**config.mk**
```make
export PLATFORM = sky130hd
export DESIGN_NAME = store_buffer
export DESIGN_NICKNAME = d
export VERILOG_FILES = /design/src/rtl/store_buffer.sv
export SDC_FILE = /design/constraint.sdc
export NUM_CORES = 1
export LEC_CHECK = 0
export ABC_CLOCK_PERIOD_IN_PS = 7930
export CORE_MARGIN = 2
export CORE_UTILIZATION = 40
export DETAILED_ROUTE_END_ITERATION = 6
export PLACE_DENSITY_LB_ADDON = 0.12
export SYNTH_ARGS = -nofsm -noshare
export SYNTH_HDL_FRONTEND = slang
export SYNTH_SLANG_ARGS = --single-unit
```
**constraint.sdc**
```tcl
create_clock -name clk -period 7.93 [get_ports clk]
set_input_delay 1.586 -clock clk [delete_from_list [all_inputs] [get_ports clk]]
set_output_delay 1.586 -clock clk [all_outputs]
set_load 0.03 [all_outputs]
```
**src/rtl/store_buffer.sv**
```systemverilog
`default_nettype none
// ============================================================================
// Module      : store_buffer
// Description : Posted-write FIFO between the core data port and a handshaked
//               data memory; loads stay ordered behind buffered stores.
//               Optional STORE_FORWARD_EN forwards loads from buffered stores.
// Revision    : 1.0 - initial release
// ============================================================================
module store_buffer #(
    parameter int DEPTH = 4,
    parameter int AW    = 32,
    parameter int DW    = 32
) (
    input  logic          clk,
    input  logic          Reset,
    input  logic          MemWrite,
    input  logic          MemRead,
    input  logic [AW-1:0] DataAdr,
    input  logic [DW-1:0] WriteData,
    output logic [DW-1:0] ReadData,
    output logic          Stall,
    output logic          mem_req,
    output logic          mem_we,
    output logic [AW-1:0] mem_addr,
    output logic [DW-1:0] mem_wdata,
    input  logic          mem_ack,
    input  logic [DW-1:0] mem_rdata
);

    localparam int c_PW = $clog2(DEPTH);

    localparam logic [1:0] c_IDLE = 2'd0;
    localparam logic [1:0] c_WR   = 2'd1;
    localparam logic [1:0] c_RD   = 2'd2;
    localparam logic [1:0] c_DONE = 2'd3;

    logic [1:0]      r_state;
    logic [c_PW:0]   r_wr_ptr;
    logic [c_PW:0]   r_rd_ptr;
    logic [AW-1:0]   r_fifo_addr [DEPTH];
    logic [DW-1:0]   r_fifo_data [DEPTH];
    logic            r_mem_req;
    logic            r_mem_we;
    logic [AW-1:0]   r_mem_addr;
    logic [DW-1:0]   r_mem_wdata;
    logic [DW-1:0]   r_rdata;

    logic            w_full;
    logic            w_empty;
    logic            w_push;
    logic            w_pop;
    logic            w_load;
    logic            w_remain;
    logic            w_fwd_hit;
    logic [DW-1:0]   w_fwd_data;
    logic [c_PW:0]   w_rd_ptr_nxt;
    logic [c_PW-1:0] w_head_idx;
    logic [AW-1:0]   w_word_adr;
    logic            w_unused_adr_bits;

    assign w_word_adr        = {DataAdr[AW-1:2], 2'b00};
    assign w_unused_adr_bits = ^DataAdr[1:0];

    assign w_full  = (r_wr_ptr[c_PW] != r_rd_ptr[c_PW]) &&
                     (r_wr_ptr[c_PW-1:0] == r_rd_ptr[c_PW-1:0]);
    assign w_empty = (r_wr_ptr == r_rd_ptr);

    assign w_head_idx   = r_rd_ptr[c_PW-1:0];
    assign w_rd_ptr_nxt = r_rd_ptr + (c_PW+1)'(1);

    // A store with the load strobe also high is still just a store.
    assign w_load = MemRead & ~MemWrite;
    assign w_push = MemWrite & ~w_full;
    assign w_pop  = (r_state == c_WR) & r_mem_req & mem_ack;

    // Entries left after this pop, counting a store arriving in the same cycle.
    assign w_remain = (w_rd_ptr_nxt != r_wr_ptr) | w_push;

`ifdef STORE_FORWARD_EN
    logic [c_PW:0]   w_count;
    logic [c_PW-1:0] w_idx;
    logic            w_match;

    assign w_count = r_wr_ptr - r_rd_ptr;

    // Walk oldest to youngest so the youngest matching store wins.
    always_comb begin
        w_match    = 1'b0;
        w_fwd_data = '0;
        w_idx      = '0;
        for (int i = 0; i < DEPTH; i++) begin
            w_idx = w_head_idx + c_PW'(i);
            if (((c_PW+1)'(i) < w_count) && (r_fifo_addr[w_idx] == w_word_adr)) begin
                w_match    = 1'b1;
                w_fwd_data = r_fifo_data[w_idx];
            end
        end
        w_fwd_hit = w_match & w_load;
    end
`else
    assign w_fwd_hit  = 1'b0;
    assign w_fwd_data = '0;
`endif

    assign Stall    = (MemWrite & w_full) |
                      (w_load & (r_state != c_DONE) & ~w_fwd_hit);
    assign ReadData = w_fwd_hit ? w_fwd_data : r_rdata;

    assign mem_req   = r_mem_req;
    assign mem_we    = r_mem_we;
    assign mem_addr  = r_mem_addr;
    assign mem_wdata = r_mem_wdata;

    // Storage needs no reset: validity is carried entirely by the pointers.
    always_ff @(posedge clk) begin
        if (w_push) begin
            r_fifo_addr[r_wr_ptr[c_PW-1:0]] <= w_word_adr;
            r_fifo_data[r_wr_ptr[c_PW-1:0]] <= WriteData;
        end
    end

    always_ff @(posedge clk) begin
        if (Reset) begin
            r_state     <= c_IDLE;
            r_wr_ptr    <= '0;
            r_rd_ptr    <= '0;
            r_mem_req   <= 1'b0;
            r_mem_we    <= 1'b0;
            r_mem_addr  <= '0;
            r_mem_wdata <= '0;
            r_rdata     <= '0;
        end else begin
            if (w_push) begin
                r_wr_ptr <= r_wr_ptr + (c_PW+1)'(1);
            end
            if (w_pop) begin
                r_rd_ptr <= w_rd_ptr_nxt;
            end

            case (r_state)
                c_IDLE: begin
                    if (!w_empty) begin
                        r_state <= c_WR;
                    end else if (w_load && !w_fwd_hit) begin
                        r_state <= c_RD;
                    end
                end
                c_WR: begin
                    if (!r_mem_req) begin
                        r_mem_req   <= 1'b1;
                        r_mem_we    <= 1'b1;
                        r_mem_addr  <= r_fifo_addr[w_head_idx];
                        r_mem_wdata <= r_fifo_data[w_head_idx];
                    end else if (mem_ack) begin
                        r_mem_req <= 1'b0;
                        r_state   <= w_remain ? c_WR : c_IDLE;
                    end
                end
                c_RD: begin
                    if (!r_mem_req) begin
                        r_mem_req  <= 1'b1;
                        r_mem_we   <= 1'b0;
                        r_mem_addr <= w_word_adr;
                    end else if (mem_ack) begin
                        r_mem_req <= 1'b0;
                        r_rdata   <= mem_rdata;
                        r_state   <= c_DONE;
                    end
                end
                c_DONE: begin
                    r_state <= c_IDLE;
                end
                default: begin
                    r_state <= c_IDLE;
                end
            endcase
        end
    end

endmodule
`default_nettype wire
```
# Yosys cells after proc, flatten, opt, wreduce, memory -nomap -nowiden
# Memories as Yosys holds them, arrays and structs flattened. A register that Yosys moved wholly into a read port is not among the register bits.
# Index checks and enable logic that the tools add are counted.
# totals
reg_bits	74
ram_bits	248
input_bits	101
output_inout_bits	99
elab_cells	65
mem_count	2
# mem_list
name	depth	width	rd	rd_ports_with_merged_regs	wr	line_no	source
r_fifo_data	4	32	1	1	1	41	logic [DW-1:0] r_fifo_data [DEPTH];
r_fifo_addr	4	30	1	1	1	40	logic [AW-1:0] r_fifo_addr [DEPTH];
# op_classes
addsub	2
n_eq_ne	15
n_mux	20
bitwise_logic	11
n_reduce_logical	8
# op_table
op	count
2-to-1 mux 32 bit	2
one-hot mux 32 bit (2 select lines)	1
2-to-1 mux 2 bit	8
inequality test 2 bit, second input constant	7
one-hot mux 2 bit (4 select lines)	1
2-to-1 mux 1 bit	7
adder 3 x 1 -> 3 bit, second input constant	2
bitwise AND 1 bit	6
AND reduction 3 bit	2
AND reduction 5 bit	1
equality test 2 bit, second input constant	2
equality test 3 bit	1
inequality test 3 bit	1
inequality test 3 bit, second input constant	1
inverter 1 bit	3
equality test 2 x 1 -> 1 bit, second input constant	1
equality test 2 bit	1
logical NOT 2 bit	1
OR 1 bit	2
one-hot mux 1 bit (2 select lines)	1
AND reduction 2 bit	1
nonzero test 2 bit	1
OR reduction 2 bit	1
logical AND 1 bit	1
inequality test 1 bit	1

# Logic depth before layout (Yosys ltp)
# logic_depth
word_depth	9
ltp_mapped	8
mapped_depth_nobuf	6

# Worst setup path after synthesis
# No wires, ideal clock.
# synth_timing
path_type	input port to output port
from	input port MemWrite
to	output port Stall
arrival_ns	2.420
required_ns	6.344
path_slack_ns	3.924
path_stages	2
n_path_buf	0
cell_sequence	nand2b_1 o21ai_0
# synth_via
elab_chain_cells	4
# synth_lines
element	line_no	source
start, declared	16	input logic MemWrite,
inverter 1 bit	72	assign w_load = MemRead & ~MemWrite;
bitwise AND 1 bit	72	
bitwise AND 1 bit	106	(w_load & (r_state != c_DONE) & ~w_fwd_hit);
OR 1 bit *	105	assign Stall = (MemWrite & w_full) |
end, declared	21	output logic Stall,
# Every way passes the cells marked *; elsewhere a longest branch is shown, timed or not.

# Final worst setup path
# Ends and elaborated chain as after synthesis.

==> impl_metrics.tcl <==
set metrics [dict create \
    grt_use_total 0.161 \
    grt_pass1_vias 7426 \
    setup_tns_ns 0 \
    use_met1 0.217 \
    crit_required_ns 6.34 \
    critical_path_class "in -> out" \
    clock-sinks 354 \
    area_growth_pct 27.0 \
    hp-class "reg -> reg" \
    cp-end-kind "output port" \
    powerDensity_mw_per_mm2 301 \
    clk_pin_slew_worst_paths_ns 0.06 \
    power_mw 5.05 \
    antenna_found_initial 0 \
    cts_root_buffer "clkbuf_16" \
    die_y_um 186 \
    finalSetupViolCount 0 \
    routedWlPerCell_um 18.7 \
    grt_first_pass_wirelength_um 42300 \
    seq_area_mm2 0.00957 \
    avgViaCountPerCell 4.95 \
    cp_max_fo 4 \
    cts_buffers 40 \
    synth_area_mm2 0.0132 \
    finalNetCount 1131 \
    finalCriticalPeriod_ns 4.77 \
    final_common_cell "edfxtp_1" \
    critPathLaunchType "input port" \
    final_antenna_net_count 0 \
    ys_warn_count 0 \
    gr-total-overflow 0 \
    core_region_area_mm2 0.0325 \
    hold_violations 0 \
    synth-async-reset-ratio 0 \
    first_iter_violations 340 \
    clock.fmax_ghz 0.210 \
    status "completed" \
    grt_start_max_net_pins 64 \
    multi_input_area_mm2 0.00339 \
    utilization 0.516 \
    max-slew-margin-rel 0.228 \
    io_pins 200 \
    gp_congestion 0.703 \
    slew_viol_final 0 \
    post_cts_resized 0 \
    dr.pass1.iters 5 \
    grt-busiest-layer "met2" \
    rows 66 \
    layout-drive-gt1-share 0.137 \
    synth_cells 827 \
    synth_edf_count 248 \
    routed_wl_um 28000 \
    seq_area_frac_synth 0.723 \
    grt.met2_usage 0.263 \
    irDropWorstVdd_mv 0.180 \
    vias 7389 \
    cts_max_level 2 \
    grt_setup_unrepaired "false" \
    antenna_cells 0 \
    arrival_ns 3.19 \
    synth_seq_cells 354 \
    cts_tree "done" \
    post-dp-hpwl_um 15600 \
    dieArea_mm2 0.0345 \
    maxCapViolCount 0 \
    grt_util_met3 0.0397 \
    fp.dieW_um 186 \
    start_util 0.407 \
    yosysUniqueCellTypes 37 \
    cts_buffer_depth 3 \
    final_cell_mix "edfxtp_1, clkdlybuf4s50_1, nand2_1" \
    ys.flop_type "edfxtp_1" \
    min_period_over_period 0.602 \
    post_cts_buffers 0 \
    cts_hold_buffers 0 \
    remaining_drc_errors 0 \
    io_buffers 195 \
    fillCellCount 2790 \
    p_leak_nw 5.41 \
    skew_ns 0.0202 \
    avgSynthCellArea_um2 16.0 \
    clk_latency_ns 0.52 \
    tightest_slew_ns 1.16 \
]
## worst paths after layout
kind,startpoint,to,slack [ns],cells past startpoint
worst max-delay path,MemWrite,Stall,3.16,4
worst min register to register,ReadData[18],ReadData[18],0.45,2
worst max register to register,r_rd_ptr[1],r_fifo_addr[3][21],5.11,3
worst min-delay path,ReadData[18],ReadData[18],0.45,2
## final cells by class
class,instances,share of cell area
inverter,4,0.000894
multi-input combinational,416,0.202
sequential,354,0.570
tap,442,0.0329
clock inverter,16,0.00640
timing repair buffer,204,0.120
clock buffer,58,0.0684
## cell families after synthesis
group,synth area share
AND/OR/NAND/NOR,0.0577
other,0.000283
XOR/XNOR,0.00653
multiplexers,0.131
adder cells (fa/ha/maj),0.00946
AO/OA/AOI/OAI,0.0498
buffers and inverters,0.0224
flip-flops,0.723
## report_power, final
| group | internal [mW] | total [mW] | leakage [nW] | switching, mW |
|---|---|---|---|---|
| sequential | 2.17 | 2.25 | 3.14 | 0.0878 |
| combinational | 0.430 | 1.06 | 1.65 | 0.629 |
| clock | 1.04 | 1.74 | 0.626 | 0.699 |
| total | 3.64 | 5.05 | 5.41 | 1.42 |
## registers in the layout (all words and copies together), names as in the netlist, named ones only
register and count:
mem_we 1, r_state 2, mem_addr 30, r_rd_ptr 3
mem_wdata 32, r_wr_ptr 3, r_fifo_data 128, r_fifo_addr 120
ReadData 32, mem_req 1
## Yosys cell counts, types with 2 or more instances
master	instances	area (um^2)
buf_6	4	45.0
inv_1	4	15.0
and2_1	4	25.0
nand3_1	4	20.0
nor2b_1	2	12.5
clkbuf_1	24	90.1
mux2i_1	33	330
buf_4	7	52.6
buf_2	18	90.1
mux4_2	62	1400
a211oi_1	31	233
edfxtp_1	248	7450
xor2_1	5	43.8
nor2_1	41	154
nand2b_1	4	25.0
dfxtp_1	106	2120
xnor2_1	3	26.3
nor3_1	3	15.0
o21ai_0	3	15.0
ha_1	10	125
a21oi_1	67	335
nand2_1	129	484
## routing by layer
metal	part of all wire	wire length, um	up-vias
met5	0	0	-
met4	0.014	404	0
met3	0.070	1970	34
met2	0.48	13300	218
met1	0.44	12300	3635
li1	-	-	3502
## critical path: stages
cell,delay [ns]
clkdlybuf4s50_1,0.51
nand2b_1,0.22
o21ai_0,0.16
clkdlybuf4s50_1,0.72
## through the flow
step	hold WS, ns	setup slack, ns	cells	instance area [um^2]
2_1_floorplan	0.477	3.92	828	13200
5_1_grt	0.468	3.09	1494	16800
3_3_place_gp	0.441	3.18	1420	15500
4_1_cts	0.453	3.17	1494	16800
6_report	0.451	3.16	1494	16800
3_5_place_dp	0.445	3.17	1420	15500
Note: power is estimated with default switching activity, not from simulation.
